===== src/rtl/time_pkg.sv =====
// Shared types and constants for the BCD time-of-day counter.
package time_pkg;

  typedef enum logic [1:0] {
    StRun     = 2'd0,
    StSetHour = 2'd1,
    StSetMin  = 2'd2
  } mode_e;

  localparam logic [7:0] SEC_MAX  = 8'h59;
  localparam logic [7:0] MIN_MAX  = 8'h59;
  localparam logic [7:0] HOUR_MAX = 8'h23;

  localparam int unsigned SYNC_STAGES_DEFAULT = 2;

  // Per-digit BCD increment of a two-digit field; returns 00 once the field reaches max.
  function automatic logic [7:0] bcd_inc(input logic [7:0] val, input logic [7:0] max);
    logic [7:0] res;
    if (val >= max) begin
      res = 8'h00;
    end else if (val[3:0] >= 4'd9) begin
      res = {val[7:4] + 4'd1, 4'd0};
    end else begin
      res = {val[7:4], val[3:0] + 4'd1};
    end
    return res;
  endfunction

endpackage


===== src/rtl/sync_edge.sv =====
// Multi-flop synchronizer followed by an edge detector (any edge or rising edge only).
module sync_edge #(
  parameter int unsigned SyncStages = 2,
  parameter bit          RiseOnly   = 1'b0
) (
  input  logic clk_i,
  input  logic rst_ni,
  input  logic d_i,
  output logic edge_o
);

  logic [SyncStages-1:0] sync_q;
  logic                  prev_q;
  logic                  sync_out;

  assign sync_out = sync_q[SyncStages-1];

  always_ff @(posedge clk_i or negedge rst_ni) begin
    if (!rst_ni) begin
      sync_q <= '0;
      prev_q <= 1'b0;
    end else begin
      sync_q <= {sync_q[SyncStages-2:0], d_i};
      prev_q <= sync_out;
    end
  end

  assign edge_o = RiseOnly ? (sync_out & ~prev_q) : (sync_out ^ prev_q);

endmodule


===== src/rtl/time_counter.sv =====
// BCD hh:mm:ss counter driven by a toggling seconds signal, with a mode button to
// step through RUN / SET_HOUR / SET_MIN and an increment button for setting.
module time_counter
  import time_pkg::*;
#(
  parameter int unsigned SYNC_STAGES = SYNC_STAGES_DEFAULT
) (
  input  logic       clk,
  input  logic       reset_n,
  input  logic       pulse,
  input  logic       mode_btn,
  input  logic       inc_btn,
  output logic [7:0] hours,
  output logic [7:0] minutes,
  output logic [7:0] seconds,
  output logic [1:0] mode,
  output logic       sec_tick,
  output logic       day_wrap
);

  logic tick, mode_ev, inc_ev;

  sync_edge #(
    .SyncStages(SYNC_STAGES),
    .RiseOnly  (1'b0)
  ) u_sync_pulse (
    .clk_i (clk),
    .rst_ni(reset_n),
    .d_i   (pulse),
    .edge_o(tick)
  );

  sync_edge #(
    .SyncStages(SYNC_STAGES),
    .RiseOnly  (1'b1)
  ) u_sync_mode (
    .clk_i (clk),
    .rst_ni(reset_n),
    .d_i   (mode_btn),
    .edge_o(mode_ev)
  );

  sync_edge #(
    .SyncStages(SYNC_STAGES),
    .RiseOnly  (1'b1)
  ) u_sync_inc (
    .clk_i (clk),
    .rst_ni(reset_n),
    .d_i   (inc_btn),
    .edge_o(inc_ev)
  );

  mode_e      state_q, state_d;
  logic [7:0] hours_q, hours_d;
  logic [7:0] min_q, min_d;
  logic [7:0] sec_q, sec_d;
  logic       sec_tick_q, sec_tick_d;
  logic       day_wrap_q, day_wrap_d;

  always_comb begin
    state_d    = state_q;
    hours_d    = hours_q;
    min_d      = min_q;
    sec_d      = sec_q;
    sec_tick_d = 1'b0;
    day_wrap_d = 1'b0;

    case (state_q)
      StRun: begin
        if (tick) begin
          sec_tick_d = 1'b1;
          sec_d      = bcd_inc(sec_q, SEC_MAX);
          if (sec_q == SEC_MAX) begin
            min_d = bcd_inc(min_q, MIN_MAX);
            if (min_q == MIN_MAX) begin
              hours_d    = bcd_inc(hours_q, HOUR_MAX);
              day_wrap_d = (hours_q == HOUR_MAX);
            end
          end
        end
        // A coincident tick is still applied before leaving RUN.
        if (mode_ev) begin
          state_d = StSetHour;
        end
      end
      StSetHour: begin
        if (mode_ev) begin
          state_d = StSetMin;
        end else if (inc_ev) begin
          hours_d = bcd_inc(hours_q, HOUR_MAX);
        end
      end
      StSetMin: begin
        if (mode_ev) begin
          state_d = StRun;
          sec_d   = 8'h00;
        end else if (inc_ev) begin
          min_d = bcd_inc(min_q, MIN_MAX);
        end
      end
      default: begin
        state_d = StRun;
      end
    endcase
  end

  always_ff @(posedge clk or negedge reset_n) begin
    if (!reset_n) begin
      state_q    <= StRun;
      hours_q    <= 8'h00;
      min_q      <= 8'h00;
      sec_q      <= 8'h00;
      sec_tick_q <= 1'b0;
      day_wrap_q <= 1'b0;
    end else begin
      state_q    <= state_d;
      hours_q    <= hours_d;
      min_q      <= min_d;
      sec_q      <= sec_d;
      sec_tick_q <= sec_tick_d;
      day_wrap_q <= day_wrap_d;
    end
  end

  assign hours    = hours_q;
  assign minutes  = min_q;
  assign seconds  = sec_q;
  assign mode     = state_q;
  assign sec_tick = sec_tick_q;
  assign day_wrap = day_wrap_q;

endmodule

===== config.mk =====
export PLATFORM = sky130hd
export DESIGN_NAME = time_counter
export DESIGN_NICKNAME = d
export VERILOG_FILES = /design/src/rtl/time_pkg.sv /design/src/rtl/sync_edge.sv /design/src/rtl/time_counter.sv
export SDC_FILE = /design/constraint.sdc
export NUM_CORES = 1
export LEC_CHECK = 0
export CORE_AREA = 3 3 78 80
export CTS_BUF_LIST = sky130_fd_sc_hd__clkbuf_8
export CTS_CLUSTER_DIAMETER = 120
export DETAILED_ROUTE_END_ITERATION = 6
export DIE_AREA = 0 0 81 83
export GPL_TIMING_DRIVEN = 0
export PLACE_DENSITY = 0.64
export SYNTH_ARGS = -nofsm -noshare
export SYNTH_HDL_FRONTEND = slang
export SYNTH_SLANG_ARGS = --single-unit

===== constraint.sdc =====
create_clock -name clk -period 2.1 [get_ports clk]
set_input_delay 0.21 -clock clk [delete_from_list [all_inputs] [get_ports clk]]
set_output_delay 0.21 -clock clk [all_outputs]
set_load 0.02 [all_outputs]

# Word-level counts from Yosys, hierarchy flattened
# Cells that the tools add are included.
# Widths: inputs -> output; s select.
# word_totals
out_inout_bits	28
word_cells	84
input_bits	5
regBits	37
# classes
n_eq_ne	16
reduce_logical	8
n_mux	30
n_lt_le_gt_ge	6
bitwise_logic	5
addsub	6
# op_table
operator	n
$mux 8	17
$pmux 8 s2	3
$add 4x1->4 const B	6
$ne 2x2->1 const B	10
$eq 8x7->1 const B	2
$ge 8x7->1 const B	2
$ge 4x4->1 const B	3
$eq 8x6->1 const B	1
$ge 8x6->1 const B	1
$mux 1	6
$mux 2	3
$pmux 2 s3	1
$reduce_and 3->1	2
$reduce_and 6->1	1
$reduce_and 5->1	1
$reduce_and 4->1	1
$reduce_bool 2->1	2
$ne 3x3->1 const B	1
$and 1x1->1	2
$eq 2x1->1 const B	1
$eq 2x2->1 const B	1
$logic_not 2->1	1
$not 1->1	2
$xor 1x1->1	1

# Longest topological paths before layout
# logic_depth
ltp_word	7
mapped_depth	8
mapped_depth_nobuf	7

# Cells and area by module
# A second synthesis with hierarchy kept.
# unflattened
hier_cells	178
hier_area_um2	1906.8
# modules_own_cells
mod	area_each_um2	seq_area_each_um2	instances	cells_each
time_counter	1645.3	700.7	1	166
sync_edge at u_sync_inc ...	88.8	75.1	2	4
sync_edge at u_sync_pulse	83.8	75.1	1	4

# Worst setup path after synthesis
# Ideal clock, no wire load.
# synth_timing
path_kind	register to register
start	register hours_q[0] (netlist: hours[0])
end	register hours_q[2] (netlist: hours[2])
stages_incl_launch_ff	7
setup_time_ns	0.076
path_slack_ns	0.212
t_arrival_ns	1.812
synth_period_minus_slack_ns	1.888
path_buffers	0
required_time_ns	2.024
cell_sequence	dfrtp_1 -> ha_1 -> or3_1 -> a221oi_4 -> nor2b_1 -> o21ai_1 -> o21ai_1
# synth_via
elab_chain_len	7
elab_cells_between_ends	11
cone_classes	1 x add/sub; 2 x order compare; 8 x mux
# synth_lines
item	line	rtl
start, declared	time_counter.sv:54	logic [7:0] hours_q, hours_d;
start signal, assigned	time_counter.sv:117	hours_q <= hours_d;
$add 4x1->4 or $ge 4x4->1 (tied branches)	time_pkg.sv:24, time_pkg.sv:21	
$mux 8	time_pkg.sv:21	end else if (val[3:0] >= 4'd9) begin
$mux 8 (*)	time_pkg.sv:19	if (val >= max) begin
$mux 8	time_counter.sv:75	if (min_q == MIN_MAX) begin
$mux 8	time_counter.sv:73	if (sec_q == SEC_MAX) begin
$mux 8	time_counter.sv:70	if (tick) begin
$pmux 8 s2 (*)	time_counter.sv:68	case (state_q)
# Every way passes the cells marked *; elsewhere a longest branch is shown, timed or not. The select of a mux whose other input is x is not followed.
# A chain may end at the register's enable or synchronous reset.

# Worst setup path in the final report
# layout_timing
start	register sec_q[1] (netlist: seconds[1])
end	register min_q[6] (netlist: minutes[6])
# layout_via
elab_chain_len	3
# layout_lines
item	line	rtl
start, declared	time_counter.sv:56	logic [7:0] sec_q, sec_d;
start signal, assigned	time_counter.sv:112	sec_q <= 8'h00;
start signal, assigned	time_counter.sv:119	sec_q <= sec_d;
$eq 8x7->1	time_counter.sv:73	
$ne 2x2->1 (no line)	-	
$reduce_and 5->1 (no line)	-	
end signal, assigned	time_counter.sv:118	min_q <= min_d;
end, declared	time_counter.sv:55	logic [7:0] min_q, min_d;
# Every way passes these cells.

==> summary.md <==
| Metric | Value |
|---|---|
| FILL cells | `540` |
| Hold Violations, Final | `0` |
| # rows | `27` |
| Netlist cell types | `49` |
| Area of the multi-input gates | `roughly 900 sq um` |
| Post-Route WL | `3600 um` |
| Cell-internal power | `between 1.5 and 2 mW` |
| CTS tree | `yes` |
| Cells after Synth | `169` |
| RR Startpoint | `seconds[1]$_DFFE_PN0P_` |
| Core footprint | `roughly 0.0055 sq mm` |
| Die height | `about 83 um` |
| FFs w/ async S/R, synth | `1.000` |
| Placed Cells | `around 270` |
| Sequential share of power | `0.377` |
| Cell with the most instances after synthesis | `dfrtp_1` |
| Yosys warning total | `0` |
| Clock root cell | `clkbuf_8` |
| CTS Sinks | `37` |
| Sw frac | `0.3514` |
| Synth Net Count | `189` |
| Total power | `2.660 mW` |
| Combinational Power Share | `0.347` |
| P_leak | `~1.0 nW` |
| Ports | `33` |
| Layout cells sized above 1 | `0.1196` |
| # DRC | `0` |
| Fin nets | `roughly 230` |
| Clock Skew | `0.003857 ns` |
| Post-DRT Antenna Nets | `0` |
| IO Port Bufs | `32` |
| Overall Global Routing Usage | `0.1156` |
| Reg2Reg Depth | `7` |
| Synth area leaders | `dfrtp_1 (49%), ha_1 (10%), inv_1 (3.2%)` |
| Switching power | `approximately 930 uW` |
| Largest net degree at the start of global routing | `38` |
| Worst-Skew Late Latency | `0.29 ns` |
| Ys flop type | `dfrtp_1` |
| DR iter-0 viols | `39` |
| Max frequency | `about 500 MHz` |
| Pwr/cell area | `between 1000 and 1500 mW/mm^2` |
| Register-to-Register Setup Slack | `between 0.1 and 0.15 ns` |
| WL/cell | `12.81 um` |
| Total CTS buffers | `5` |
| Status | `completed` |
| Die footprint | `between 0.006 and 0.007 sq mm` |
| EDFF count, synth | `0` |
| Top cells by count, synth | `dfrtp_1 (37), inv_1 (16), ha_1 (15)` |
| First-pass GRT wire length | `just over 6000 um` |
| H-tree depth | `2` |
| Worst reg2reg endpoint | `minutes[6]$_DFFE_PN0P_` |
| Die width | `around 81 um` |
| CP Class | `reg -> reg` |
| Initial antenna violation count | `0` |
| Clock slew at reported path FFs | `0.08 ns` |
| Max cap viols | `0` |
| Least-Margin Pin Slew | `around 0.83 ns` |
| Vias per cell | `slightly below 5` |
| Clk pwr share | `0.276` |
| Postcts setup bufs | `0` |
| Worst Setup SP | `seconds[1]$_DFFE_PN0P_` |
| Crit Path Max Fanout | `4` |
| Clock buffer depth | `2` |
| Post-Syn Area | `between 0.0015 and 0.002 sq mm` |
| CP endpoint kind | `flip-flop` |
| Final std cells w/o fill | `roughly 280` |
| Final period util | `0.9363` |
| Initial DRT Pass Iterations | `4` |
| DR vias | `between 1000 and 1500` |
| Worst endpoint required time | `2.26 ns` |
| Maximum VDD drop | `approximately 0.81 mV` |
| Arrival time worst endpoint | `about 2.1 ns` |
| Post-synthesis sequential area ratio | `0.4937` |
| Relative slew slack | `0.4460` |
| Synthesis-stage register bit count | `37` |
| Worst hold path class | `in -> async` |
| Area Overhead vs Synth | `29.35%` |
| Grt total ovfl | `0` |
| Vias in the first global route | `about 1300` |
| Fin crit period | `about 2.0 ns` |
| Synth Area per Inst | `roughly 11 sq um` |
| # diodes | `0` |
| Gp weighted congestion | `0.8144` |
| Sequential cell area | `approximately 900 sq um` |
| Final HPWL DP | `roughly 2600 um` |
| Top-area cell type share of the netlist area | `0.4937` |
| Count of pins over their slew limit | `0` |
| Type of origin of the critical path | `flip-flop` |
| Largest area contributor in the netlist | `dfrtp_1` |
| Initial Utilization | `0.3427` |
| RSZ-0062 raised after global routing | `no` |
| Fin Hold WS | `0.01488 ns` |
| Final setup viols | `0` |
[layer usage]
layer,GRT usage,wire (um)
met5,0,0
met4,0.04147,42
met3,0.03362,177
met2,0.1658,1636
met1,0.1641,1744
[cells in the final DEF, fill, tap and decap left out, drive strengths merged, types with 2 or more instances in the layout]
master         instances
a211oi                 2
a21o                   2
a21oi                  4
a31oi                  2
a41oi                  2
and2                   2
buf                    2
bufinv                 2
clkbuf                 5
clkdlybuf4s50         31
dfrtp                 37
ha                    15
inv                   16
mux2i                  3
nand2                  8
nand2b                 5
nand3                  6
nand4                  3
nand4b                 2
nor2                  10
nor2b                  3
nor4b                  2
o21ai                 15
o2bb2ai                2
o31a                   2
o31ai                  3
or3                    3
or4b                   2
xnor2                  2
[power groups by stage]
stage | clock [mW] | sequential, mW | combinational [mW]
floorplan | 0 | 1.12 | 0.438
CTS | 0.753 | 1.00 | 0.931
detailed placement | 0 | 1.02 | 0.926
global route | 0.784 | 1.03 | 1.03
finish | 0.733 | 1.00 | 0.923
global placement | 0 | 1.02 | 0.902
[final cells by class]
class / instances / share of cell area
inverter: 16 / 0.02475
multi-input combinational: 115 / 0.3693
buffer: 1 / 0.002063
tap: 72 / 0.03713
clock buffer: 5 / 0.02837
timing repair buffer: 32 / 0.1300
clock inverter: 3 / 0.02682
sequential: 37 / 0.3816
[registers in the layout, summed over array words and instances (netlist names)]
signal and flops:
seconds 8, mode 2, sec_tick 1, hours 8, u_sync_inc.prev_q 1, u_sync_pulse.sync_q 2, minutes 8, u_sync_inc.sync_q 2
u_sync_mode.prev_q 1, day_wrap 1, u_sync_pulse.prev_q 1, u_sync_mode.sync_q 2
[timing repair]
action,CTS,global route
hold buffers,0,0
setup endpoints to repair,0,3
gates resized for setup,0,3
[how the worst max path moves through the flow]
stage,to,cells past startpoint
4_1_cts,minutes[6]$_DFFE_PN0P_,7
5_1_grt,minutes[6]$_DFFE_PN0P_,7
2_1_floorplan,hours[2]$_DFFE_PN0P_,6
6_report,minutes[6]$_DFFE_PN0P_,7
3_5_place_dp,minutes[6]$_DFFE_PN0P_,7
3_3_place_gp,u_sync_pulse.sync_q[0]$_DFF_PN0_,1
[worst max-delay path: stages (launching register included)]
cell and delay [ns]:
dfrtp_1 0.41, inv_1 0.11, ha_1 0.19, nand4_1 0.11, or3_4 0.38, o31a_1 0.30
nor2_2 0.21, o221ai_1 0.13
[cells by family (layout without fill, tap and decap cells)]
family                   after synthesis  in the layout  share of synthesized area
AO/OA/AOI/OAI                         40             40                     0.1654
XOR/XNOR                               2              2                    0.01335
flip-flops                            37             37                     0.4937
buffers and inverters                 17             57                    0.03469
adder cells (fa/ha/maj)               15             15                     0.1001
AND/OR/NAND/NOR                       54             54                     0.1708
multiplexers                           4              4                    0.02201
[stage by stage]
step	util	TNS, ns	setup WS, ns	area [sq um]
after floorplan	-	0	0.2120	1876
after global placement	0.4177	-2.831	-0.07891	2286
final	0.4433	0	0.1338	2426
after detailed placement	0.4168	0	0.1475	2281
after global routing	0.4433	0	0.003684	2426
after CTS	0.4412	0	0.1268	2415
(Power assumes the default switching activity.)
